**src/rtl/prime_pkg.sv**
```systemverilog
// Shared types and limits for the sequential prime checker.
package prime_pkg;

  // Supported operand widths for prime_checker_seq
  localparam int unsigned MIN_WIDTH = 3;
  localparam int unsigned MAX_WIDTH = 32;

  // Controller states
  typedef enum logic [2:0] {
    IDLE = 3'd0,
    INIT = 3'd1,
    DIV  = 3'd2,
    EVAL = 3'd3,
    DONE = 3'd4
  } prime_state_t;

endpackage

```
**src/rtl/mod_unit.sv**
```systemverilog
// Restoring-remainder unit: dividend mod divisor, one quotient bit per cycle, MSB first.
// The first bit is folded into the load edge, so rdy rises WIDTH edges after a cycle
// in which load was asserted. rdy stays high whenever no remainder is in flight.
module mod_unit #(
  parameter int unsigned WIDTH = 8
) (
  input  logic             clk,
  input  logic             rst,
  input  logic             load,
  input  logic [WIDTH-1:0] dividend,
  input  logic [WIDTH-1:0] divisor,
  output logic [WIDTH-1:0] rem,
  output logic             rdy
);

  localparam int unsigned CW = $clog2(WIDTH + 1);

  logic [CW-1:0]    cnt_q, cnt_d;
  logic [WIDTH-1:0] sh_q, sh_d;
  logic [WIDTH-1:0] div_q, div_d;
  logic [WIDTH-1:0] rem_q, rem_d;

  logic [WIDTH-1:0] cur_rem;
  logic [WIDTH-1:0] cur_div;
  logic             cur_bit;
  logic [WIDTH:0]   trial;
  logic [WIDTH-1:0] rem_step;

  // One restoring step on the current partial remainder (zero on load)
  always_comb begin
    cur_rem = load ? '0 : rem_q;
    cur_bit = load ? dividend[WIDTH-1] : sh_q[WIDTH-1];
    cur_div = load ? divisor : div_q;
    // Partial remainder < divisor, so the shifted trial needs one extra bit
    trial   = {cur_rem, cur_bit};
    if (trial >= {1'b0, cur_div}) begin
      rem_step = WIDTH'(trial - {1'b0, cur_div});
    end else begin
      rem_step = trial[WIDTH-1:0];
    end
  end

  // Next-state: start a new division on load, otherwise step until the count drains
  always_comb begin
    cnt_d = cnt_q;
    sh_d  = sh_q;
    div_d = div_q;
    rem_d = rem_q;
    if (load) begin
      sh_d  = dividend << 1;
      div_d = divisor;
      cnt_d = CW'(WIDTH - 1);
      rem_d = rem_step;
    end else if (cnt_q != '0) begin
      sh_d  = sh_q << 1;
      cnt_d = cnt_q - CW'(1);
      rem_d = rem_step;
    end
  end

  // Datapath registers
  always_ff @(posedge clk or posedge rst) begin
    if (rst) begin
      cnt_q <= '0;
      sh_q  <= '0;
      div_q <= '0;
      rem_q <= '0;
    end else begin
      cnt_q <= cnt_d;
      sh_q  <= sh_d;
      div_q <= div_d;
      rem_q <= rem_d;
    end
  end

  assign rem = rem_q;
  assign rdy = (cnt_q == '0);

endmodule

```
**src/rtl/prime_checker_seq.sv**
```systemverilog
// Sequential trial-division primality tester with a start/done handshake.
// Optional feature macro: PRIME_ODD_SKIP_EN (divisors 2, 3, 5, 7, ... instead of 2, 3, 4, ...).
module prime_checker_seq
  import prime_pkg::*;
#(
  parameter int unsigned WIDTH = 8
) (
  input  logic             clk,
  input  logic             rst,
  input  logic             start,
  input  logic [WIDTH-1:0] n,
  output logic             busy,
  output logic             done,
  output logic             prime
);

  if (WIDTH < MIN_WIDTH || WIDTH > MAX_WIDTH) begin : g_bad_width
    $error("prime_checker_seq: WIDTH out of range");
  end

  prime_state_t       state_q, state_d;
  logic [WIDTH-1:0]   n_q, n_d;
  logic [WIDTH-1:0]   d_q, d_d;
  logic               prime_q, prime_d;

  logic               load;
  logic [WIDTH-1:0]   rem;
  logic               rdy;
  logic [WIDTH-1:0]   d_next;
  logic [2*WIDTH-1:0] d_next_sq;
  logic               past_root;

`ifdef PRIME_ODD_SKIP_EN
  // After 2, only odd candidates can be the smallest factor
  assign d_next = (d_q == WIDTH'(2)) ? WIDTH'(3) : d_q + WIDTH'(2);
`else
  assign d_next = d_q + WIDTH'(1);
`endif

  // Square at double width so n = 2^WIDTH-1 cannot overflow the compare
  always_comb begin
    d_next_sq = {{WIDTH{1'b0}}, d_next} * {{WIDTH{1'b0}}, d_next};
    past_root = d_next_sq > {{WIDTH{1'b0}}, n_q};
  end

  mod_unit #(
    .WIDTH (WIDTH)
  ) u_mod (
    .clk      (clk),
    .rst      (rst),
    .load     (load),
    .dividend (n_q),
    .divisor  (d_d),
    .rem      (rem),
    .rdy      (rdy)
  );

  // Controller next-state and divisor sequencing
  always_comb begin
    state_d = state_q;
    n_d     = n_q;
    d_d     = d_q;
    prime_d = prime_q;
    load    = 1'b0;
    unique case (state_q)
      IDLE, DONE: begin
        if (start) begin
          n_d     = n;
          prime_d = 1'b0;
          state_d = INIT;
        end else begin
          state_d = IDLE;
        end
      end
      INIT: begin
        if (n_q < WIDTH'(2)) begin
          prime_d = 1'b0;
          state_d = DONE;
        end else if (n_q < WIDTH'(4)) begin
          prime_d = 1'b1;
          state_d = DONE;
        end else begin
          d_d     = WIDTH'(2);
          load    = 1'b1;
          state_d = DIV;
        end
      end
      DIV: begin
        if (rdy) begin
          state_d = EVAL;
        end
      end
      EVAL: begin
        if (rem == '0) begin
          prime_d = 1'b0;
          state_d = DONE;
        end else if (past_root) begin
          prime_d = 1'b1;
          state_d = DONE;
        end else begin
          d_d     = d_next;
          load    = 1'b1;
          state_d = DIV;
        end
      end
      default: state_d = IDLE;
    endcase
  end

  // Controller registers
  always_ff @(posedge clk or posedge rst) begin
    if (rst) begin
      state_q <= IDLE;
      n_q     <= '0;
      d_q     <= '0;
      prime_q <= 1'b0;
    end else begin
      state_q <= state_d;
      n_q     <= n_d;
      d_q     <= d_d;
      prime_q <= prime_d;
    end
  end

  assign busy  = (state_q == INIT) || (state_q == DIV) || (state_q == EVAL);
  assign done  = (state_q == DONE);
  assign prime = prime_q;

endmodule

```
**config.mk**
```make
export PLATFORM = sky130hd
export DESIGN_NAME = prime_checker_seq
export DESIGN_NICKNAME = d
export VERILOG_FILES = /design/src/rtl/prime_pkg.sv /design/src/rtl/mod_unit.sv /design/src/rtl/prime_checker_seq.sv
export SDC_FILE = /design/constraint.sdc
export NUM_CORES = 1
export LEC_CHECK = 0
export CELL_PAD_IN_SITES_DETAIL_PLACEMENT = 1
export CELL_PAD_IN_SITES_GLOBAL_PLACEMENT = 1
export CORE_MARGIN = 2
export CORE_UTILIZATION = 25
export CTS_CLUSTER_DIAMETER = 150
export DETAILED_ROUTE_END_ITERATION = 16
export HOLD_SLACK_MARGIN = 0.15
export MAX_ROUTING_LAYER = met4
export PLACE_DENSITY_LB_ADDON = 0.1
export SYNTH_ARGS = -nofsm -noshare
export SYNTH_HDL_FRONTEND = slang
export SYNTH_SLANG_ARGS = --single-unit
```
**constraint.sdc**
```tcl
create_clock -name clk -period 9.8 [get_ports clk]
set_input_delay 1.96 -clock clk [delete_from_list [all_inputs] [get_ports clk]]
set_output_delay 1.96 -clock clk [all_outputs]
set_load 0.05 [all_outputs]
```
==> results of run 1 <==
## worst max-delay path by stage
stage	startpoint	to	slack, ns	cells after the start
after floorplan	d_q[0]	u_mod.rem[2]	2.15	31
after global placement	d_q[0]	u_mod.rem[2]	0.72	34
after detailed placement	d_q[0]	u_mod.rem[3]	0.60	29
after CTS	d_q[0]	u_mod.rem[3]	0.58	29
after global routing	d_q[0]	u_mod.rem[2]	0.04	34
final	d_q[0]	u_mod.rem[1]	0.79	34
## Yosys cell counts, types with 4 or more instances
cell type / number
ha_1: 46
xor2_1: 7
nor4_1: 4
nand2b_1: 5
nor2_1: 38
a21o_1: 20
buf_2: 5
or2_2: 4
inv_1: 67
nand4_1: 8
mux2i_1: 6
a31oi_1: 7
dfrtp_1: 47
nor2b_1: 10
nor3_1: 10
mux2_2: 9
xnor2_1: 14
o21a_1: 5
fa_1: 26
nand3_1: 11
and3_1: 8
a22oi_1: 4
a21oi_1: 40
nand2_1: 44
o21ai_0: 16
clkbuf_1: 7
## sequential cells by signal (all words and copies together), names as in the netlist
register / flops
u_mod.cnt_q: 4
u_mod.sh_q: 7
u_mod.rem: 8
n_q: 8
u_mod.div_q: 8
d_q: 8
prime: 1
state_q: 3
## logic make-up after synthesis
family | Yosys count | share of synthesized area
compound gates | 123 | 0.178
buf+inv | 83 | 0.0758
other cells | 2 | 0.00162
flops | 47 | 0.254
simple gates | 161 | 0.178
xor+xnor | 21 | 0.0398
fa+ha+maj | 72 | 0.237
mux | 15 | 0.0349
## per-layer routing
metal,up-vias,wire length [um],track usage
li1,1815,-,-
met1,1865,6430,0.192
met2,29,6390,0.240
met3,6,200,0.0123
met4,0,104,0.0253
met5,-,0,-
## cell type report
type	count	area [um^2]	area share
inverter	67	251	0.0492
tap	229	287	0.0560
clock buffer	6	129	0.0252
sequential	47	1180	0.230
timing repair buffer	16	153	0.0298
clock inverter	2	16.3	0.00318
multi-input combinational	394	3100	0.607
## metrics by stage
step | total power (W) | instances | setup WS, ns | cell area (um^2)
6_report | 0.00152 | 761 | 0.790 | 5120
4_1_cts | 0.00155 | 761 | 0.580 | 5110
5_1_grt | 0.00169 | 761 | 0.0413 | 5120
3_5_place_dp | 0.00136 | 753 | 0.601 | 4960
3_3_place_gp | 0.00135 | 753 | 0.719 | 4960
2_1_floorplan | 0.00106 | 524 | 2.15 | 4620
## where the power goes
group	internal (W)	switching [W]	total [W]	leakage, nW
logic	0.000395	0.000578	0.000974	1.86
clock network	0.0000958	0.0000793	0.000175	0.0675
registers	0.000278	0.0000953	0.000373	0.585
total	0.000769	0.000753	0.00152	2.51
==> results.tsv, run 1 <==
stage	metric	value	unit
die	pin_count	14	
layout	areaGrowthSynthToFinish	10.7	%
power	ir_drop	0.000155	V
layout	finish.net_count	614	
setup_path	crit_fanout	17	
global_route	grt_util_all_layers	0.143	
power	power.density	297	nW/um^2
drt	routedWlPerCell	17.2	um
clocking	cts_tree	yes	
sta	finalSetupViolations	0	
drt	finalWirelength	13100	um
sta	report.final.slew_viol_count	0	
die	die_y	140	um
drt	drt_iter0_drc	129	
sta	period_needed	9.01	ns
drt	first_pass_iters	4	
synthesis	synthCells	524	
setup_path	reg2regPathDepth	34	
die	die_w	140	um
sta	clock.fmax	0.111	GHz
run	maxCapViolations	0	
synthesis	ys_seq_elements	47	
sta	whs	0.484	ns
sta	slew_headroom	0.300	
setup_path	cp_common_cell	ha_1	
clocking	cts_max_path_buffers	2	
hold_path	holdPathEnd	u_mod.div_q[4]	
clocking	htreeDepth	2	
layout	layout_commonest_cell	inv_1	
synthesis	avgSynthCellArea	8.82	um^2
clocking	insertion_delay	0.29	ns
setup_path	critical_path_class	reg -> reg	
clocking	postCtsSetupBuffers	0	
synthesis	synth_area_leaders	dfrtp_1 25%, ha_1 12%, fa_1 11%	
global_route	globalRouteOverflowTotal	0	
setup_path	required	9.99	ns
sta	tightest_slew	1.05	ns
sta	fin_crit_sh	0.919	
sta	skew	0.00688	ns
place	gp_congestion	0.803	
clocking	cts.clk_slew.worst_paths	0.07	ns
die	start_util	0.256	
layout	fill_cells	2139	
setup_path	critPathMaxStageDelay	0.65	ns
sta	fin_setup_tns	0	ns
synthesis	netlist_area	4620	um^2
layout	antenna_cells	0	
sta	rsz0062_at_grt	false	
layout	drive_gt1_frac	0.0695	
hold_path	hp-start	u_mod.div_q[4]	
synthesis	ys_seq_area_frac	0.254	
power	leakage	2.51	nW
drt	vias	3715	
drt	drtAntennaViolNets	0	
synthesis	synth_area_leader_cell	dfrtp_1	
global_route	grt_pass1_vias	3981	
place	port_buffers	13	
place	post-dp-hpwl	10600	um
synthesis	synth.distinct_cells	65	
synthesis	synth-edff-count	0	
hold_path	min_path_cells	1	
layout	post-route-util	0.284	
setup_path	rr_startpoint	d_q[0]	
synthesis	synth_warnings	0	
synthesis	async_flop_share	1.00	
setup_path	cp_slowest_cell	dfrtp_1	
clocking	ctsResizeCount	0	
clocking	cts_buffers	5	
clocking	root_buffer	clkbuf_16	
die	core	18000	um^2
synthesis	synth_flop_cell	dfrtp_1	
clocking	hold_buffers	0	
setup_path	cp.arrival	9.20	ns
sta	finalHoldViolCount	0	
synthesis	syn_nets	607	
die	std_cell_rows	49	
clocking	clock_sinks	47	
setup_path	crit_path_end_kind	flop	
global_route	antenna_found_initial	0	
drt	drc	0	
setup_path	crit_buf_inv	4	
setup_path	cp-start-kind	flop	
global_route	grt_pass1_wl	21800	um
layout	final_cell_mix	66 x inv_1, 47 x dfrtp_1, 46 x ha_1, 44 x nand2_1, 40 x a21oi_1	
setup_path	r2r_end	u_mod.rem[1]	
synthesis	synth_top_area_share	0.254	
hold_path	worstHoldPathType	reg -> reg	
die	fp.dieArea	19600	um^2
setup_path	ff2ff_setup_slack	0.79	ns
global_route	grt_max_degree	48	
status	run_status	completed	
setup_path	critPathTopFamily	adder cells	
drt	via_per_inst	4.88	
Note: power is estimated with default switching activity, not from simulation.
==> run 2: changes to the inputs <==
--- a/config.mk
+++ b/config.mk
@@ -8,12 +8,13 @@
 export CELL_PAD_IN_SITES_DETAIL_PLACEMENT = 1
 export CELL_PAD_IN_SITES_GLOBAL_PLACEMENT = 1
 export CORE_MARGIN = 2
-export CORE_UTILIZATION = 25
+export CORE_UTILIZATION = 49
 export CTS_CLUSTER_DIAMETER = 150
 export DETAILED_ROUTE_END_ITERATION = 16
+export GPL_ROUTABILITY_DRIVEN = 0
 export HOLD_SLACK_MARGIN = 0.15
 export MAX_ROUTING_LAYER = met4
-export PLACE_DENSITY_LB_ADDON = 0.1
+export PLACE_DENSITY_LB_ADDON = 0.12
 export SYNTH_ARGS = -nofsm -noshare
 export SYNTH_HDL_FRONTEND = slang
 export SYNTH_SLANG_ARGS = --single-unit
==> results.tsv, run 2 (synthesis results as in run 1) <==
stage	metric	value	unit	change
clocking	insertion_delay	0.31	ns	+0.02 ns
setup_path	critical_path_class	reg -> reg		
clocking	cts_tree	yes		
place	port_buffers	13		unchanged
setup_path	cp-start-kind	flop		
global_route	antenna_found_initial	0		unchanged
global_route	use_met3	0.0235		+0.0112
sta	clock.fmax	0.112	GHz	+0.61%
clocking	clock_sinks	47		unchanged
global_route	grt_max_degree	48		unchanged
sta	slew_headroom	0.276		-0.0239
sta	worst_slack	0.844	ns	+0.0547 ns
layout	drive_gt1_frac	0.0660		-0.00351
global_route	grt_use_met2	0.455		+0.216
setup_path	critPathTopFamily	adder cells		
clocking	hold_buffers	0		unchanged
drt	drt_iter0_drc	82		-36%
layout	areaGrowthSynthToFinish	5.87	%	
die	start_util	0.503		+0.246
clocking	ctsResizeCount	0		unchanged
sta	report.final.slew_viol_count	0		unchanged
die	fp.dieArea	10200	um^2	-48%
power	leakage	2.48	nW	-1.3%
drt	via_per_inst	5.93		+21%
die	core	9200	um^2	-49%
global_route	grt_util_all_layers	0.255		+0.112
layout	antenna_cells	0		unchanged
run	maxCapViolations	0		unchanged
drt	vias	3798		+2.2%
sta	finalSetupViolations	0		unchanged
clocking	cts_buffers	5		unchanged
drt	first_pass_iters	5		+1
setup_path	crit_path_end_kind	flop		
setup_path	cp_slowest_cell	xnor2_1		
global_route	busiest_layer	met2		
drt	drc	0		unchanged
drt	routedWlPerCell	18.4	um	+6.8%
place	post-dp-hpwl	9280	um	-13%
global_route	grt_pass1_wl	20100	um	-8.1%
layout	fill_cells	1090		-49%
global_route	grt_pass1_vias	4130		+3.7%
sta	tightest_slew	1.08	ns	+0.0296 ns
sta	fin_setup_tns	0	ns	unchanged
setup_path	crit_fanout	27		+10
sta	fin_crit_sh	0.914		-0.00558
sta	skew	0.0131	ns	+0.00622 ns
sta	rsz0062_at_grt	false		
setup_path	cp.arrival	9.18	ns	-0.02 ns
drt	drtAntennaViolNets	0		unchanged
sta	finalHoldViolCount	0		unchanged
clocking	postCtsSetupBuffers	0		unchanged
setup_path	critPathMaxStageDelay	0.87	ns	+0.22 ns
sta	whs	0.486	ns	+0.00234 ns
layout	finish.net_count	612		-0.33%
die	die_y	101	um	-28%
layout	final_cell_mix	66 x inv_1, 47 x dfrtp_1, 46 x ha_1, 44 x nand2_1, 40 x a21oi_1		
clocking	root_buffer	clkbuf_8		
place	dpl_worst_slack	0.825	ns	+0.224 ns
power	power.density	298	nW/um^2	+0.32%
die	std_cell_rows	35		-29%
power	ir_drop	0.000174	V	+12%
die	pin_count	14		unchanged
drt	finalWirelength	11800	um	-10%
setup_path	crit_buf_inv	3		-1
clocking	cts.clk_slew.worst_paths	0.10	ns	+0.03 ns
status	run_status	completed		
die	die_w	101	um	-28%
clocking	htreeDepth	2		unchanged
global_route	gr-usage-met1	0.313		+0.121
hold_path	worstHoldPathType	reg -> reg		
clocking	cts_max_path_buffers	2		unchanged
setup_path	required	10.02	ns	+0.03 ns
setup_path	cp_common_cell	fa_1		
layout	layout_commonest_cell	inv_1		
sta	period_needed	8.96	ns	-0.0547 ns
global_route	globalRouteOverflowTotal	0		unchanged
[run 2: final cells by class]
cell class | count | area, um^2 | area share
Multi-Input combinational cell | 394 | 3100 | 0.633
Sequential cell | 47 | 1180 | 0.240
Inverter | 67 | 251 | 0.0514
Tap cell | 111 | 139 | 0.0284
Timing Repair Buffer | 14 | 138 | 0.0281
Clock buffer | 5 | 68.8 | 0.0141
Clock inverter | 3 | 25.0 | 0.00511
[run 2: path summary, 6_finish.rpt]
| path | start | to | slack (ns) | depth (start not counted) |
|---|---|---|---|---|
| min in group asynchronous | rst | u_mod.cnt_q[0] | 2.20 | 2 |
| min reg2reg | u_mod.div_q[4] | u_mod.div_q[4] | 0.49 | 1 |
| min | u_mod.div_q[4] | u_mod.div_q[4] | 0.49 | 1 |
| max reg2reg | d_q[0] | u_mod.rem[1] | 0.84 | 28 |
| max in group asynchronous | rst | d_q[5] | 6.97 | 2 |
| max | d_q[0] | u_mod.rem[1] | 0.84 | 28 |
[run 2: through the flow]
step	cell area (um^2)	cells	utilization	total power, W
2_1_floorplan	4620	524	-	0.00106
3_3_place_gp	4800	633	0.522	0.00130
3_5_place_dp	4800	633	0.522	0.00133
4_1_cts	4890	641	0.532	0.00147
5_1_grt	4890	641	0.532	0.00161
6_report	4890	641	0.532	0.00146
[run 2: report_power, final]
| part | internal (W) | switching (W) | leakage [nW] |
|---|---|---|---|
| Sequential | 0.000277 | 0.0000927 | 0.585 |
| Clock | 0.0000521 | 0.0000742 | 0.0452 |
| Combinational | 0.000394 | 0.000570 | 1.85 |
| Total | 0.000723 | 0.000737 | 2.48 |
[run 2: layer usage]
metal	wire (um)	part of all wire
met4	165	0.014
met3	247	0.021
met5	0	0
met1	5090	0.43
met2	6310	0.53
[run 2: worst reg2reg max path: cells and delay by family (launching register included)]
family | cells | cell delay (ns)
adder cells (fa/ha/maj) | 7 | 3.26
AND/OR/NAND/NOR | 9 | 2.03
AO/OA/AOI/OAI | 7 | 1.82
XOR/XNOR | 2 | 1.05
flip-flops | 1 | 0.57
buffers and inverters | 3 | 0.16
==> run 3: changes to the inputs <==
--- a/config.mk
+++ b/config.mk
@@ -8,7 +8,7 @@
 export CELL_PAD_IN_SITES_DETAIL_PLACEMENT = 1
 export CELL_PAD_IN_SITES_GLOBAL_PLACEMENT = 1
 export CORE_MARGIN = 2
-export CORE_UTILIZATION = 49
+export CORE_UTILIZATION = 44
 export CTS_CLUSTER_DIAMETER = 150
 export DETAILED_ROUTE_END_ITERATION = 16
 export GPL_ROUTABILITY_DRIVEN = 0
==> constraint.sdc (replaced) <==
create_clock -name clk -period 8.2 [get_ports clk]
set_input_delay 1.64 -clock clk [delete_from_list [all_inputs] [get_ports clk]]
set_output_delay 1.64 -clock clk [all_outputs]
set_load 0.05 [all_outputs]
==> results.tsv, run 3 (synthesis results as in run 1) <==
stage	metric	value	unit	change
clocking	cts_buffers	5		unchanged
layout	post-route-util	0.503		-0.0292
drt	finalWirelength	12300	um	+4.4%
drt	drc	0		unchanged
setup_path	critPathMaxStageDelay	0.55	ns	-0.32 ns
setup_path	cp.arrival	7.95	ns	-1.23 ns
sta	slew_headroom	0.324		+0.0486
power	seq_power_share	0.231		-0.022
global_route	grt_max_degree	48		unchanged
layout	final_cells	688		+7.3%
layout	layout_commonest_cell	inv_1		
place	post-dp-hpwl	9770	um	+5.2%
power	intPower	0.000930	W	+28%
die	die_y	107	um	+5.3%
global_route	antenna_found_initial	0		unchanged
place	port_buffers	13		unchanged
drt	via_per_inst	5.60		-5.4%
setup_path	crit_fanout	8		-70%
sta	report.final.slew_viol_count	0		unchanged
clocking	cts.clk_slew.worst_paths	0.09	ns	about the same
clocking	clock_sinks	47		unchanged
setup_path	crit_path_end_kind	flop		
power	combPwrFrac	0.692		+0.032
sta	rsz0062_at_grt	false		
run	maxCapViolations	0		unchanged
power	switching_share	0.501		-0.00341
layout	multi_input_area	3170	um^2	+2.4%
sta	tightest_slew	1.01	ns	-0.0666 ns
setup_path	required	8.43	ns	-1.59 ns
drt	first_pass_iters	4		-1
drt	vias	3855		+1.5%
clocking	insertion_delay	0.31	ns	about the same
sta	worst_slack	0.478	ns	-0.366 ns
power	total_power	0.00186	W	+28%
global_route	grt_pass1_vias	4140		+0.24%
sta	skew	0.00444	ns	-0.00867 ns
sta	fin_setup_tns	0	ns	unchanged
die	fp.dieArea	11300	um^2	+11%
clocking	cts_max_path_buffers	2		unchanged
power	leakage	2.59	nW	+4.6%
global_route	globalRouteOverflowTotal	0		unchanged
die	die_w	107	um	+5.3%
layout	drive_gt1_frac	0.139		+0.0735
place	place_inst	672		+6.2%
sta	period_needed	7.72	ns	-1.23 ns
clocking	hold_buffers	0		unchanged
power	power.density	360	nW/um^2	+21%
place	dpl_worst_slack	0.0262	ns	-0.799 ns
die	start_util	0.450		-0.0529
drt	drtAntennaViolNets	0		unchanged
power	ir_drop	0.000206	V	+18%
layout	ff_latch_area	1180	um^2	+0.43%
layout	finish.net_count	635		+3.8%
drt	drt_iter0_drc	76		-7.3%
global_route	grt_util_all_layers	0.239		-0.0162
clocking	root_buffer	clkbuf_8		
status	run_status	completed		
drt	routedWlPerCell	17.9	um	-2.8%
sta	finalSetupViolations	0		unchanged
setup_path	critical_path_class	reg -> reg		
layout	areaGrowthSynthToFinish	11.8	%	
die	std_cell_rows	37		+5.7%
die	core	10300	um^2	+12%
hold_path	worstHoldPathType	reg -> reg		
power	clkPwrFrac	0.077		-0.010
setup_path	cp_common_cell	fa_1		
sta	finalHoldViolCount	0		unchanged
sta	fin_crit_sh	0.942		+0.0279
layout	final_cell_mix	66 x inv_1, 44 x nand2_1, 44 x ha_1, 43 x dfrtp_1, 39 x a21oi_1		
layout	fill_cells	1197		+9.8%
clocking	cts_tree	yes		
global_route	grt_pass1_wl	20700	um	+3.4%
sta	clock.fmax	0.129	GHz	+16%
clocking	htreeDepth	2		unchanged
setup_path	cp-start-kind	flop		
setup_path	cp_slowest_cell	fa_1		
die	pin_count	14		unchanged
layout	antenna_cells	0		unchanged
power	p_sw	0.000934	W	+27%
-- run 3: cell types whose count changed in the layout (fill, tap and decap cells not counted), sizes merged --
cell / delta
inv: -2
buf: +23
clkinvlp: -1
clkinv: +2
-- run 3: area by class of cell --
type	instances	share of cell area
Multi-Input combinational cell	394	0.613
Timing Repair Buffer	37	0.0607
Clock inverter	2	0.00266
Inverter	67	0.0486
Sequential cell	47	0.228
Clock buffer	5	0.0133
Tap cell	136	0.0329
-- run 3: worst paths after layout --
| check | start | end | slack (ns) | depth (start not counted) |
|---|---|---|---|---|
| min in group asynchronous | rst | u_mod.sh_q[1] | 1.89 | 2 |
| max in group asynchronous | rst | d_q[3] | 5.62 | 2 |
| max reg2reg | d_q[4] | u_mod.rem[3] | 0.48 | 31 |
| max | d_q[4] | u_mod.rem[3] | 0.48 | 31 |
| min reg2reg | u_mod.div_q[4] | u_mod.div_q[4] | 0.49 | 1 |
| min | u_mod.div_q[4] | u_mod.div_q[4] | 0.49 | 1 |
-- run 3: layer usage --
layer | vias to the layer above | track usage | wire (um)
met2 | 40 | 0.440 | 6510
met3 | 12 | 0.0215 | 189
met1 | 1942 | 0.280 | 5440
met4 | 0 | 0.0649 | 183
li1 | 1861 | - | -
met5 | - | - | 0
-- run 3: power groups by stage --
| stage | clock network, W | logic [W] | registers, W |
|---|---|---|---|
| finish | 0.000143 | 0.00129 | 0.000430 |
| global route | 0.000153 | 0.00145 | 0.000445 |
| CTS | 0.000147 | 0.00126 | 0.000430 |
| detailed placement | 0 | 0.00124 | 0.000435 |
| global placement | 0 | 0.00121 | 0.000433 |
| floorplan | 0 | 0.000876 | 0.000397 |
-- run 3: timing repair --
action / CTS / global route
setup buffers: 0 / 9
endpoints found under the setup margin: 3 / 8
resized for setup: 1 / 24
pin swaps: 0 / 3
-- run 3: per-stage QoR --
step                      hold WS (ns)  cell area, um^2
after global placement           0.462             4940
final                            0.493             5170
after global routing             0.514             5170
after floorplan                  0.450             4620
after detailed placement         0.471             4940
after CTS                        0.491             5030
-- run 3: worst max-delay path, delay by kind of cell, from the launching register on --
family                   cells  cell delay, ns
buffers and inverters        5            0.59
AO/OA/AOI/OAI                7            1.44
flip-flops                   1            0.43
adder cells (fa/ha/maj)      6            2.69
AND/OR/NAND/NOR             12            2.22
XOR/XNOR                     1            0.24
